`config.mk`:
```
export PLATFORM = sky130hd
export DESIGN_NAME = vram_access_sched
export DESIGN_NICKNAME = d
export VERILOG_FILES = /design/src/rtl/vram_access_sched.sv
export SDC_FILE = /design/constraint.sdc
export NUM_CORES = 1
export LEC_CHECK = 0
export CORE_UTILIZATION = 30
export CTS_CLUSTER_SIZE = 20
export DETAILED_ROUTE_END_ITERATION = 8
export GPL_ROUTABILITY_DRIVEN = 0
export PLACE_DENSITY = 0.55
export SETUP_SLACK_MARGIN = 0.2
export SYNTH_ARGS = -nofsm -noshare
export SYNTH_HDL_FRONTEND = slang
export SYNTH_SLANG_ARGS = --single-unit
```
`constraint.sdc`:
```
create_clock -name clk -period 4 [get_ports clk]
set_clock_uncertainty 0.2 [all_clocks]
set_input_delay 0.8 -clock clk [delete_from_list [all_inputs] [get_ports clk]]
set_output_delay 0.8 -clock clk [all_outputs]
set_load 0.01 [all_outputs]
```
`src/rtl/vram_access_sched.sv`:
```
// vram_access_sched: single-port VRAM arbiter, display reads over FIFO-buffered host writes with a starvation slot.
// Optional VRAM_AUTOINC_EN replaces host_wr_addr_i with an auto-incrementing pointer (loadable via host_ptr_load_i).
module vram_access_sched #(
  parameter int AW = 16,
  parameter int DW = 8,
  parameter int FIFO_DEPTH = 4,
  parameter int STARVE_LIMIT = 64,
  localparam int PW = $clog2(FIFO_DEPTH),
  localparam int LW = PW + 1,
  localparam int SW = $clog2(STARVE_LIMIT + 1)
) (
  input  logic          clk,
  input  logic          rst_n,
  input  logic          host_wr_valid_i,
  output logic          host_wr_ready_o,
  input  logic [AW-1:0] host_wr_addr_i,
  input  logic [DW-1:0] host_wr_data_i,
`ifdef VRAM_AUTOINC_EN
  input  logic          host_ptr_load_i,
`endif
  input  logic          disp_rd_req_i,
  input  logic [AW-1:0] disp_rd_addr_i,
  output logic          disp_rd_grant_o,
  output logic          disp_rd_valid_o,
  output logic [DW-1:0] disp_rd_data_o,
  output logic [AW-1:0] ram_addr_o,
  output logic [DW-1:0] ram_wdata_o,
  output logic          ram_we_o,
  input  logic [DW-1:0] ram_rdata_i,
  output logic [LW-1:0] fifo_level_o,
  output logic          overflow_o
);
  typedef enum logic [1:0] {IDLE, DISP, HOST} state_t;
  state_t        state_q, state_d;
  logic [AW-1:0] fifo_addr_q [FIFO_DEPTH];
  logic [DW-1:0] fifo_data_q [FIFO_DEPTH];
  logic [PW-1:0] wp_q, rp_q;
  logic [LW-1:0] lvl_q, lvl_d;
  logic [SW-1:0] starve_q, starve_d;
  logic [AW-1:0] ram_addr_q, ram_addr_d, wr_addr;
  logic [DW-1:0] ram_wdata_q, ram_wdata_d;
  logic          ram_we_q, rd_valid_q, ovf_q;
  logic          ne, push, pop, force_slot, grant;
`ifdef VRAM_AUTOINC_EN
  logic [AW-1:0] ptr_q;
  assign wr_addr = host_ptr_load_i ? host_wr_addr_i : ptr_q;
  always_ff @(posedge clk or negedge rst_n)
    if (!rst_n) ptr_q <= '0;
    else ptr_q <= push ? wr_addr + AW'(1) : (host_ptr_load_i ? host_wr_addr_i : ptr_q);
`else
  assign wr_addr = host_wr_addr_i;
`endif
  assign ne              = lvl_q != '0;
  assign host_wr_ready_o = lvl_q != LW'(FIFO_DEPTH);
  assign push            = host_wr_valid_i & host_wr_ready_o;
  // a forced slot always pops, so the starve counter can never pass STARVE_LIMIT-1
  assign force_slot      = ne & (starve_q >= SW'(STARVE_LIMIT - 1));
  assign grant           = disp_rd_req_i & ~force_slot;
  assign pop             = ne & (~disp_rd_req_i | force_slot);
  always_comb begin
    state_d     = grant ? DISP : (pop ? HOST : IDLE);
    ram_addr_d  = grant ? disp_rd_addr_i : (pop ? fifo_addr_q[rp_q] : ram_addr_q);
    ram_wdata_d = pop ? fifo_data_q[rp_q] : ram_wdata_q;
    lvl_d       = lvl_q + LW'(push) - LW'(pop);
    starve_d    = (pop | ~ne) ? '0 : starve_q + SW'(1);
  end
  always_ff @(posedge clk)
    if (push) begin
      fifo_addr_q[wp_q] <= wr_addr;
      fifo_data_q[wp_q] <= host_wr_data_i;
    end
  always_ff @(posedge clk or negedge rst_n)
    if (!rst_n) begin
      state_q     <= IDLE;
      ram_addr_q  <= '0;
      ram_wdata_q <= '0;
      ram_we_q    <= 1'b0;
      rd_valid_q  <= 1'b0;
      wp_q        <= '0;
      rp_q        <= '0;
      lvl_q       <= '0;
      starve_q    <= '0;
      ovf_q       <= 1'b0;
    end else begin
      state_q     <= state_d;
      ram_addr_q  <= ram_addr_d;
      ram_wdata_q <= ram_wdata_d;
      ram_we_q    <= pop;
      rd_valid_q  <= state_q == DISP;
      wp_q        <= wp_q + PW'(push);
      rp_q        <= rp_q + PW'(pop);
      lvl_q       <= lvl_d;
      starve_q    <= starve_d;
      ovf_q       <= ovf_q | (host_wr_valid_i & ~host_wr_ready_o);
    end
  assign disp_rd_grant_o = grant;
  assign disp_rd_valid_o = rd_valid_q;
  assign disp_rd_data_o  = ram_rdata_i;
  assign ram_addr_o      = ram_addr_q;
  assign ram_wdata_o     = ram_wdata_q;
  assign ram_we_o        = ram_we_q;
  assign fifo_level_o    = lvl_q;
  assign overflow_o      = ovf_q;
endmodule

```
-- Yosys cells after proc, flatten, opt, wreduce, memory -nomap -nowiden
Memory sizes are Yosys's and may differ from the RTL's. A register that Yosys moved wholly into a read port is not among the register bits.
Cells that the tools add are included.
- bits in registers: 35
- memory bits (writable): 96
- bits of input ports: 52
- output and inout port bits: 40
- word-level logic and storage cells: 41
- memories kept: 2
- $add $sub $neg: 5
- order comparisons: 1
- equal/unequal tests: 2
- muxes and demuxes: 7
- bitwise operators: 12
- reduce and logical (&&, ||, !) cells: 3
- memory list (name ; words ; width ; rd ports ; clocked after memory_dff ; wr ports ; RTL line ; text):
    fifo_addr_q ; 4 ; 16 ; 1 ; 0 ; 1 ; 35 ; logic [AW-1:0] fifo_addr_q [FIFO_DEPTH];
    fifo_data_q ; 4 ; 8 ; 1 ; 1 ; 1 ; 36 ; logic [DW-1:0] fifo_data_q [FIFO_DEPTH];
- operator list (operator ; count):
    two-way mux 16 bit ; 2
    adder 7 x 1 -> 7 bit, second input constant ; 1
    >= comparator 7 x 6 -> 1 bit, second input constant ; 1
    two-way mux 7 bit ; 1
    bitwise AND 1 bit ; 5
    adder 2 x 1 -> 2 bit ; 2
    two-way mux 2 bit ; 2
    NOT 1 bit ; 4
    adder 3 x 1 -> 3 bit ; 1
    inequality test 3 bit, second input constant ; 1
    bitwise OR 1 bit ; 3
    nonzero test 3 bit ; 1
    subtractor 3 x 1 -> 3 bit ; 1
    == test 2 x 1 -> 1 bit, second input constant ; 1
    two-way mux 1 bit ; 2
    nonzero test 2 bit ; 1
    zero test 1 bit ; 1

-- Logic depth before layout (Yosys ltp)
- depth after elaboration: 6
- depth in mapped cells: 10
- gate-level depth less buffers: 9

-- Worst setup path after synthesis
No wires, ideal clock.
- path kind: input port to flip-flop
- from: in host_wr_valid_i
- to: mem fifo_addr_q[0][0], enable pin
- library setup time: 0.435 ns
- arrival: 2.538 ns
- data required time: 3.365 ns
- slack: 0.827 ns
- stages: 2
- buffers on the path: 0
- cells stage by stage: nand2_1 > nor3_1
- longest elaborated chain between the ends: 3
- RTL lines (item ; RTL line ; text):
    from (decl) ; 14 ; input logic host_wr_valid_i,
    bitwise AND 1 bit ; 55 ; assign push = host_wr_valid_i & host_wr_ready_o;
    two-way mux 1 bit ; 68 ; if (push) begin
    two-way mux 1 bit (not written as such) ; 69 ; fifo_addr_q[wp_q] <= wr_addr;
    to (decl) ; 35 ;
No other way between the ends.

-- Worst setup path in the final report
- from: reg starve_q[0]
- to: out disp_rd_grant_o
- longest elaborated chain between the ends: 4
- RTL lines (item ; RTL line ; text):
    from (decl) ; 39 ; logic [SW-1:0] starve_q, starve_d;
    from (signal assigned) ; 93 ; starve_q <= starve_d;
    >= comparator 7 x 6 -> 1 bit ; 57 ; assign force_slot = ne & (starve_q >= SW'(STARVE_LIMIT - 1));
    bitwise AND 1 bit ; 57 ;
    NOT 1 bit ; 58 ; assign grant = disp_rd_req_i & ~force_slot;
    bitwise AND 1 bit ; 58 ;
    to (decl) ; 23 ; output logic disp_rd_grant_o,
No other way between the ends.

==> impl_metrics.py <==
metrics = {
    "detailed_routing": {
        "drtIter0Drc": 214,
        "ant_nets": 0,
        "vias_per_cell": 4.79,
        "firstDrtPassIters": 6,
        "vias": 3031,
        "drcViolationCount": 23,
        "wl_per_cell_um": 18.0,
        "routed_wl_um": 11400,
    },
    "final_layout": {
        "area_growth_pct": 26.6,
        "fin_nets": 447,
        "layout-drive-gt1-share": 0.186,
        "final_area_mm2": 0.00708,
        "antenna_cells": 0,
        "instances_no_fill": 633,
    },
    "die": {
        "core-area_mm2": 0.0181,
        "dieWidth_um": 139,
        "fp.dieArea_mm2": 0.0192,
        "die_h_um": 139,
        "row_count": 49,
        "pin_count": 92,
        "start_util": 0.308,
    },
    "yosys": {
        "synth_nets": 371,
        "syn_inst": 315,
        "yosysSeqAreaShare": 0.703,
        "syn-cell-area_mm2": 0.00560,
        "ys_ff_latch": 138,
        "yosys_warnings": 0,
        "avgSynthCellArea_um2": 17.8,
        "synthDistinctLibCells": 43,
    },
    "timing": {
        "drv_slew": 0,
        "fmax_mhz": 281,
        "slew_headroom": 0.332,
        "min_period_ps": 3560,
        "timing.hold.ws_ps": 230,
        "rsz0062_at_grt": "false",
        "finalSetupViolCount": 0,
        "setup_tns_ps": 0,
        "setup_ws_ps": 439,
        "period_share": 0.890,
        "worstMarginPinSlew_ps": 997,
        "hold_viol_final": 0,
    },
    "place": {
        "place_ws_ps": 474,
        "place_hpwl_um": 7240,
        "placed_area_mm2": 0.00650,
        "port_buffers": 75,
        "dp_cells": 601,
    },
    "setup_path": {
        "cp_data_required_time_ps": 3000,
        "path_max_fanout": 17,
        "path_cells": "ha_1 -> a21oi_1 -> o21bai_2 -> and2_1 -> nor2_1 -> clkdlybuf4s50_1",
        "cp.arrival_ps": 2560,
        "end_kind": "output port",
        "start_kind": "flip-flop",
        "crit_path_max_incr_delay_ps": 570,
        "slowest_stage": "clkdlybuf4s50_1",
        "path_class": "flip-flop to output port",
    },
    "outcome": {
        "violations": "design-rule violations",
        "status": "finished, violations left",
    },
    "clock_tree": {
        "cts_setup_buffers": 0,
        "cts.sink_count": 138,
        "clk_pin_slew_ps": 60,
        "root_buffer": "clkbuf_16",
        "clock_latency_ps": 420,
        "cts_tree": "yes",
        "cts_max_level": 4,
        "cts_buffer_depth": 2,
        "ctsResizeCount": 0,
        "hold_buffers": 0,
        "cts_buffers": 17,
    },
    "flow_run": {
        "max_cap_violations": 0,
    },
    "pwr": {
        "p_per_area_mw_per_mm2": 730,
        "vdd_ir_drop_max_uv": 361,
        "p_leak_nw": 2.55,
    },
    "grt": {
        "antenna_found_initial": 0,
        "gr-total-overflow": 0,
        "gr-usage-all-layers": 0.129,
        "grt_pass1_vias": 3178,
        "grt_pass1_wl_um": 17900,
        "grt_start_max_net_pins": 43,
    },
    "worst_hold_path": {
        "hp-class": "flip-flop to flip-flop",
    },
}
worst paths after layout:
| check | from | endpoint | slack (ps) | cells after the start |
|---|---|---|---|---|
| min in group asynchronous | rst_n | ram_addr_o[15] | 350 | 1 |
| min | ram_we_o | disp_rd_valid_o | 230 | 1 |
| max reg2reg | fifo_level_o[2] | fifo_level_o[2] | 1210 | 8 |
| min reg2reg | ram_we_o | disp_rd_valid_o | 230 | 1 |
| max | starve_q[0] | disp_rd_grant_o | 440 | 6 |
| max in group asynchronous | rst_n | rp_q[0] | 2560 | 1 |
kinds of logic (layout without fill, tap and decap cells):
family,count (synthesis),in the layout,share of synthesized area
AND/OR/NAND/NOR,28,28,0.0264
adder cells (fa/ha/maj),4,4,0.0103
other,1,1,0.000670
XOR/XNOR,10,10,0.0157
multiplexers,32,32,0.119
AO/OA/AOI/OAI,70,70,0.0856
buffers and inverters,32,121,0.0389
flip-flops,138,138,0.703
area by class of cell:
| type | count | area, µm² |
|---|---|---|
| well taps | 229 | 287 |
| inverters | 6 | 22.5 |
| multi-input cells | 145 | 1450 |
| flip-flops and latches | 138 | 3940 |
| clock buffers | 22 | 464 |
| repair buffers | 83 | 806 |
| fillers | 1669 | 11100 |
| clock inverters | 10 | 116 |
critical path, delay by kind of cell (launching register included):
kind / cells / cell delay, ps
flip-flops: 1 / 420
buffers and inverters: 1 / 570
adder cells (fa/ha/maj): 1 / 270
AND/OR/NAND/NOR: 2 / 400
AO/OA/AOI/OAI: 2 / 480
per-layer routing:
metal | wire length [µm] | track usage | vias to the layer above
li1 | - | - | 1394
met1 | 4960 | 0.157 | 1539
met2 | 5590 | 0.205 | 79
met3 | 576 | 0.0463 | 19
met4 | 248 | 0.0633 | 0
met5 | 0 | 0 | -
through the flow:
stage	utilization	power (mW)
after floorplan	-	3.09
after global placement	0.358	3.68
after detailed placement	0.358	3.71
after CTS	0.390	5.26
after global routing	0.390	5.46
final	0.390	5.17
cell usage after synthesis, drive strengths merged:
library cell | number | area, µm²
nand4 | 1 | 6.26
fa | 1 | 20.0
nand3 | 3 | 15.0
buf | 21 | 176
o311ai | 16 | 140
xor2 | 6 | 52.6
o21ai | 33 | 176
nor3b | 1 | 7.51
ha | 3 | 37.5
o211a | 1 | 10.0
a311oi | 1 | 8.76
conb | 1 | 3.75
edfxtp | 96 | 2880
xnor2 | 4 | 35.0
nor2b | 1 | 6.26
a21o | 17 | 128
and3 | 2 | 12.5
o21bai | 1 | 11.3
mux2 | 8 | 113
mux4 | 24 | 556
a21oi | 1 | 5.00
nand2 | 3 | 11.3
nand2b | 3 | 18.8
or3 | 1 | 6.26
inv | 6 | 22.5
or2 | 1 | 6.26
clkbuf | 5 | 18.8
nor3 | 2 | 15.0
and2 | 1 | 6.26
dfrtp | 42 | 1050
nor2 | 9 | 36.3
cells in the final DEF, fill, tap and decap left out, types with 8 or more instances in the layout:
cell and instances:
a21o_1 17, buf_4 8, clkbuf_16 17, clkdlybuf4s50_1 74, dfrtp_1 41, edfxtp_1 96
mux4_2 20, o21ai_0 16, o21ai_1 16, o311ai_0 16
power breakdown:
group | internal [mW] | total, mW | switching [mW]
clock network | 0.951 | 1.52 | 0.573
logic | 0.818 | 1.46 | 0.638
registers | 1.93 | 2.20 | 0.262
state kept, by name (all words and copies together) (netlist names):
name             flops
starve_q             7
ram_addr_o          16
overflow_o           1
ram_we_o             1
state_q              1
fifo_data_q         32
wp_q                 2
disp_rd_valid_o      1
ram_wdata_o          8
fifo_addr_q         64
rp_q                 2
fifo_level_o         3
(Power assumes the default switching activity.)
